File: src/rtl/sync_fifo_prog.sv
// sync_fifo_prog
// ----------------------------------------------------------------------------
// Parametrised single-clock FIFO that buffers tokens between the parser and
// the literal-copy stages of the decompressor. It provides programmable
// full/empty thresholds, an occupancy count and one-cycle overflow/underflow
// pulses.
//
// Build option:
//   FIFO_FWFT_EN  Defined: first-word-fall-through. An output register holds
//                 the head word. It is loaded automatically, and rd_en
//                 acknowledges it.
//                 Undefined (default): standard mode. A read returns the word
//                 on dout one cycle after rd_en.
//
// Ports:
//   clk         rising-edge clock
//   srst        synchronous active-high reset
//   din/wr_en   write data / write request (ignored while full)
//   full        data_count == DEPTH
//   prog_full   data_count >= PROG_FULL_THRESH
//   rd_en       read request (FWFT: acknowledge of dout)
//   dout        read data, holds its value when no new word is read
//   valid       dout carries a freshly read word (FWFT: output stage occupied)
//   empty       no word readable
//   prog_empty  data_count <= PROG_EMPTY_THRESH
//   data_count  occupancy, 0..DEPTH
//   overflow    one-cycle pulse after a rejected write
//   underflow   one-cycle pulse after a rejected read
// ----------------------------------------------------------------------------
module sync_fifo_prog #(
  parameter int WIDTH             = 85,
  parameter int DEPTH             = 8,
  parameter int PROG_FULL_THRESH  = 3,
  parameter int PROG_EMPTY_THRESH = 1,
  localparam int CW               = $clog2(DEPTH) + 1
) (
  input  logic             clk,
  input  logic             srst,
  input  logic [WIDTH-1:0] din,
  input  logic             wr_en,
  output logic             full,
  output logic             prog_full,
  input  logic             rd_en,
  output logic [WIDTH-1:0] dout,
  output logic             valid,
  output logic             empty,
  output logic             prog_empty,
  output logic [CW-1:0]    data_count,
  output logic             overflow,
  output logic             underflow
);

  localparam int AW = $clog2(DEPTH);

  logic [WIDTH-1:0] ram [DEPTH];
  logic [AW-1:0]    wr_ptr;
  logic [AW-1:0]    rd_ptr;
  logic             wr_acc;
  logic             rd_acc;

  // The flags decode the registered count, so they describe the state left
  // by the previous edge.
  assign full       = (data_count == CW'(DEPTH));
  assign prog_full  = (data_count >= CW'(PROG_FULL_THRESH));
  assign prog_empty = (data_count <= CW'(PROG_EMPTY_THRESH));

  // A write is never accepted while full, even if a read happens in the
  // same cycle.
  assign wr_acc = wr_en & ~full;

  // NOTE: the storage array has no reset. Clearing it would block RAM
  // inference, and a word is never read before it has been written.
  always_ff @(posedge clk) begin
    if (!srst && wr_acc) begin
      ram[wr_ptr] <= din;
    end
  end

`ifdef FIFO_FWFT_EN

  // data_count covers the RAM entries plus the output register. ram_count is
  // the number of words still held in the RAM.
  logic [CW-1:0] ram_count;
  logic          load;

  assign empty     = ~valid;
  assign rd_acc    = rd_en & valid;
  assign ram_count = data_count - CW'(valid);
  // The head is refilled when the output register is idle or is being
  // consumed in this cycle, which gives back-to-back delivery.
  assign load      = (ram_count != '0) && (~valid || rd_acc);

  always_ff @(posedge clk) begin
    if (srst) begin
      rd_ptr <= '0;
      dout   <= '0;
      valid  <= 1'b0;
    end else if (load) begin
      dout   <= ram[rd_ptr];
      rd_ptr <= rd_ptr + 1'b1;
      valid  <= 1'b1;
    end else if (rd_acc) begin
      valid  <= 1'b0;
    end
  end

`else

  assign empty  = (data_count == '0);
  assign rd_acc = rd_en & ~empty;

  // valid marks only the cycle right after an accepted read. dout keeps its
  // last value at all other times.
  always_ff @(posedge clk) begin
    if (srst) begin
      rd_ptr <= '0;
      dout   <= '0;
      valid  <= 1'b0;
    end else begin
      valid <= rd_acc;
      if (rd_acc) begin
        dout   <= ram[rd_ptr];
        rd_ptr <= rd_ptr + 1'b1;
      end
    end
  end

`endif

  // The pointers are exactly log2(DEPTH) bits wide, so they wrap from
  // DEPTH-1 to 0 without extra logic.
  always_ff @(posedge clk) begin
    if (srst) begin
      wr_ptr     <= '0;
      data_count <= '0;
      overflow   <= 1'b0;
      underflow  <= 1'b0;
    end else begin
      // NOTE: non-blocking assignments here, so every register samples the
      // state from before the edge, whatever the statement order.
      overflow  <= wr_en & full;
      underflow <= rd_en & ~rd_acc;
      if (wr_acc) begin
        wr_ptr <= wr_ptr + 1'b1;
      end
      case ({wr_acc, rd_acc})
        2'b10:   data_count <= data_count + 1'b1;
        2'b01:   data_count <= data_count - 1'b1;
        default: data_count <= data_count;
      endcase
    end
  end

endmodule

File: config.mk
export PLATFORM = sky130hd
export DESIGN_NAME = sync_fifo_prog
export DESIGN_NICKNAME = d
export VERILOG_FILES = /design/src/rtl/sync_fifo_prog.sv
export SDC_FILE = /design/constraint.sdc
export NUM_CORES = 1
export LEC_CHECK = 0
export ABC_AREA = 1
export BUFFER_PORTS_ARGS = -buffer_cell sky130_fd_sc_hd__clkbuf_2
export CORE_ASPECT_RATIO = 1.5
export CORE_MARGIN = 2
export CORE_UTILIZATION = 61
export CTS_CLUSTER_SIZE = 25
export DETAILED_ROUTE_END_ITERATION = 10
export PLACE_DENSITY = 0.86
export RECOVER_POWER = 25
export SYNTH_ARGS = -nofsm -noshare
export SYNTH_HDL_FRONTEND = slang
export SYNTH_SLANG_ARGS = --single-unit
File: constraint.sdc
create_clock -name clk -period 6.2 [get_ports clk]
set_clock_uncertainty 0.05 [all_clocks]
set_input_delay 1.24 -clock clk [delete_from_list [all_inputs] [get_ports clk]]
set_output_delay 1.24 -clock clk [all_outputs]
set_load 0.03 [all_outputs]
==> summary.md <==
| Metric | Value |
|---|---|
| Net count reported at finish | about 3,400 |
| Critical path endpoint category | flop |
| Placed standard-cell area | 0.03379 sq mm |
| Max-capacitance violation count | 0 |
| Crit path arrival time | ~4200 ps |
| Distinct cell type count after synthesis | 25 |
| F_max | 267.7 MHz |
| Clock group share of total power | 0.310 |
| Total grt overflow | 0 |
| Aggregate global-route resource usage | 0.2813 |
| Slew Limit Fails | 0 |
| Leakage power | 15.78 nW |
| First-pass detailed-route iteration total | 5 |
| Ports | 185 |
| Power Density | 385.6 mW/mm^2 |
| Endpoint of the worst-slack reg-to-reg timing path | dout[14]$_SDFFE_PP0P_ |
| Highest fanout seen on the critical path | 102 |
| Vias | 22,200 |
| Num rows | 103 |
| Antenna viol nets, final | 0 |
| Sum of net half-perimeters after detailed placement | 41.68 mm |
| Sum of negative setup slack | 0 ps |
| Worst-margin pin slew | 1156 ps |
| Die Area | 0.05516 sq mm |
| Hold path startpoint | dout[17]$_SDFFE_PP0P_ |
| Total wirelength of the detailed-routed design | ~77 mm |
| Worst Setup Start Kind | flop |
| Largest stage delay on the critical path | 970 ps |
| Die span in x | between 150 and 200 microns |
| Synth async-reset ratio | 0 |
| Clock transition at the registers of the reported paths | 60 ps |
| Number of gates resized after CTS | 0 |
| Area leader, netlist | sky130_fd_sc_hd__edfxtp_1 |
| Worst reg-to-reg path cell count | 7 |
| Most common flop cell mapped by yosys | sky130_fd_sc_hd__edfxtp_1 |
| Category of the most critical setup path | flop to flop |
| Unrepaired setup endpoints after global routing | no |
| Post-Syn Instances | 3,150 |
| Net count after synthesis | ~3,200 |
| IR drop worst, VDD | 0.3869 mV |
| Setup Viol. Count Final | 0 |
| Portion of the clock cycle consumed by the worst path in the final layout | 0.6025 |
| Hold buffer count at CTS | 0 |
| Internal power consumption | 9.273 mW |
| Run status | completed |
| Number of buffers on the longest clock path | 3 |
| Initial cell density of the core | 0.6179 |
| Chain of cells forming the critical path | buf_4 > buf_4 > nand2_1 > nand3_1 > nand3_1 > nand2_1 > a21oi_1 |
| Remaining routing DRC violations | 0 |
| Cell at the root of the clock tree | sky130_fd_sc_hd__clkbuf_16 |
| Buffer count from post-CTS setup fixing | 0 |
| CTS tree | built |
| Reg-to-reg setup timing slack | 2460 ps |
| Number of global-route vias before repair | between 20,000 and 25,000 |
| Number of design-rule violations left by the first detailed-router iteration | about 2,300 |
| Required time worst endpoint | approximately 6600 ps |
| Gate power share | 0.243 |
| Skew-Pair Late Insertion Delay | just over 600 ps |
| Commonest cells after routing, fill and taps aside | 780 x sky130_fd_sc_hd__nand2_1, 694 x sky130_fd_sc_hd__inv_1, 680 x sky130_fd_sc_hd__edfxtp_1 |
| Leading cell types by total area after synthesis | sky130_fd_sc_hd__edfxtp_1 63%, sky130_fd_sc_hd__nand2_1 9.0%, sky130_fd_sc_hd__inv_1 8.0% |
| Max stage delay cell, worst path | sky130_fd_sc_hd__buf_4 |
| CTS Sinks | 778 |
| Startpoint of the worst register-to-register path | rd_ptr[0]$_SDFFE_PP0P_ |
| Proportion of total power due to net switching | 0.3327 |
| Number of enable flip-flop cells after synthesis | 680 |
| Pin count of the biggest net entering global routing | between 150 and 200 |
| Antenna violations before repair | 13 |
| First-pass GRT wire length | 118.2 mm |
| WL per Instance | 19.05 microns |
| Minimum clock period after layout | 3735 ps |
| Average cell area after synthesis | 10.31 sq um |
| Type of the most critical hold path | flop to flop |
| Placeable Area | between 0.05 and 0.06 sq mm |
| Destination of the worst hold path | dout[17]$_SDFFE_PP0P_ |
| Number of register bits inferred by synthesis | 778 |
| Clock buffers created by TritonCTS | 70 |
| Chip Height | 286.7 microns |
| Yosys Warn Count | 0 |
| H-tree depth reported by CTS | 3 |
| Fin area | 0.03603 sq mm |
| GPL Wtd Cong | roughly 0.76 |
| Part of the Yosys area used for sequential elements | 0.6889 |
| Final number of hold-violating endpoints | 0 |
| Slew HR | 0.2294 |
| Fill cell instance count of the final layout | 3,525 |
| P&R area growth vs syn | 10.91% |
| IO Port Bufs | 184 |
| Share of the synthesized area in the top cell type | 0.6285 |
| Syn Std Cell Area | about 0.032 sq mm |
| Share of total power in sequential cells | 0.447 |
| Most common library cell in the layout ignoring fill and taps | sky130_fd_sc_hd__nand2_1 |
| Hold Path Cell Cnt | 2 |
| Per-cell via count in the routed design | 5.520 |
| Switching power | around 4.6 mW |
| Proportion of layout cells with a drive suffix above 1 | 0.08589 |
-- cell type report --
class	count	area, sq um	share of cell area
Antenna cell	10	25.02	0.0006944
Clock buffer	92	1958	0.05434
Clock inverter	38	336.6	0.009340
Inverter	699	2643	0.07333
Multi-Input combinational cell	1514	6729	0.1867
Sequential cell	778	22390	0.6214
Tap cell	682	853.3	0.02368
Timing Repair Buffer	209	1097	0.03045
-- logic make-up after synthesis --
group / share of synthesized area
AO/OA/AOI/OAI: 0.02965
AND/OR/NAND/NOR: 0.1730
flip-flops: 0.6889
adder cells (fa/ha/maj): 0.002311
buffers and inverters: 0.1059
XOR/XNOR: 0.0002696
-- per-stage QoR --
step                hold slack [ps]  utilization  std cells  setup slack (ps)  total power, mW
finish                        492.6       0.6853       4022              2465            13.90
global route                  516.8       0.6853       4021              2232            14.47
CTS                           496.9       0.6863       4012              2497            13.93
detailed placement            475.7       0.6426       3882              2343            9.665
global placement              468.8       0.6426       3882              2423            9.561
floorplan                     425.4            -       3150             468.0            8.721
-- worst max-delay path, delay by kind of cell (launching register included) --
kind	cells	cell delay, ps
AND/OR/NAND/NOR	4	650
buffers and inverters	2	1790
flip-flops	1	920
AO/OA/AOI/OAI	1	90
-- state kept, by name, indices dropped and copies added, names as in the netlist --
register and count:
ram 680, dout 85, data_count 4, rd_ptr 3
wr_ptr 3, overflow 1, underflow 1, valid 1
-- power groups by stage --
stage	Sequential [mW]	Clock (mW)	Combinational [mW]
2_1_floorplan	6.66	0	2.06
3_3_place_gp	6.31	0	3.25
5_1_grt	6.25	4.53	3.69
4_1_cts	6.22	4.33	3.38
6_report	6.22	4.30	3.38
3_5_place_dp	6.32	0	3.34
-- synthesized netlist by cell type (4+ instances only) --
master,number
sky130_fd_sc_hd__edfxtp_1,680
sky130_fd_sc_hd__nand2_1,780
sky130_fd_sc_hd__buf_6,5
sky130_fd_sc_hd__dfxtp_1,98
sky130_fd_sc_hd__ha_1,6
sky130_fd_sc_hd__nand3_1,513
sky130_fd_sc_hd__inv_1,695
sky130_fd_sc_hd__nor2_1,21
sky130_fd_sc_hd__o21ai_0,93
sky130_fd_sc_hd__clkbuf_1,28
sky130_fd_sc_hd__buf_4,10
sky130_fd_sc_hd__a21oi_1,82
sky130_fd_sc_hd__buf_2,112
sky130_fd_sc_hd__buf_1,4
sky130_fd_sc_hd__a21oi_2,10
-- routing by layer --
metal | up-vias | wire (microns) | track usage
met5 | - | 13 | 0
met4 | 2 | 3402 | 0.1510
met3 | 215 | 5485 | 0.04500
met2 | 1033 | 40540 | 0.5017
met1 | 10620 | 27170 | 0.3224
li1 | 10340 | - | -
-- worst max path at each step --
stage,from,end,slack [ps],depth (start not counted)
final,rd_ptr[0]$_SDFFE_PP0P_,dout[14]$_SDFFE_PP0P_,2460,7
after global routing,rd_ptr[0]$_SDFFE_PP0P_,dout[16]$_SDFFE_PP0P_,2230,7
after CTS,rd_ptr[0]$_SDFFE_PP0P_,dout[14]$_SDFFE_PP0P_,2500,7
after global placement,wr_en,ram[4][39]$_DFFE_PP_,2420,6
after detailed placement,wr_en,ram[4][41]$_DFFE_PP_,2340,6
after floorplan,wr_en,ram[0][0]$_DFFE_PP_,470,4
Note: power is estimated with default switching activity, not from simulation.
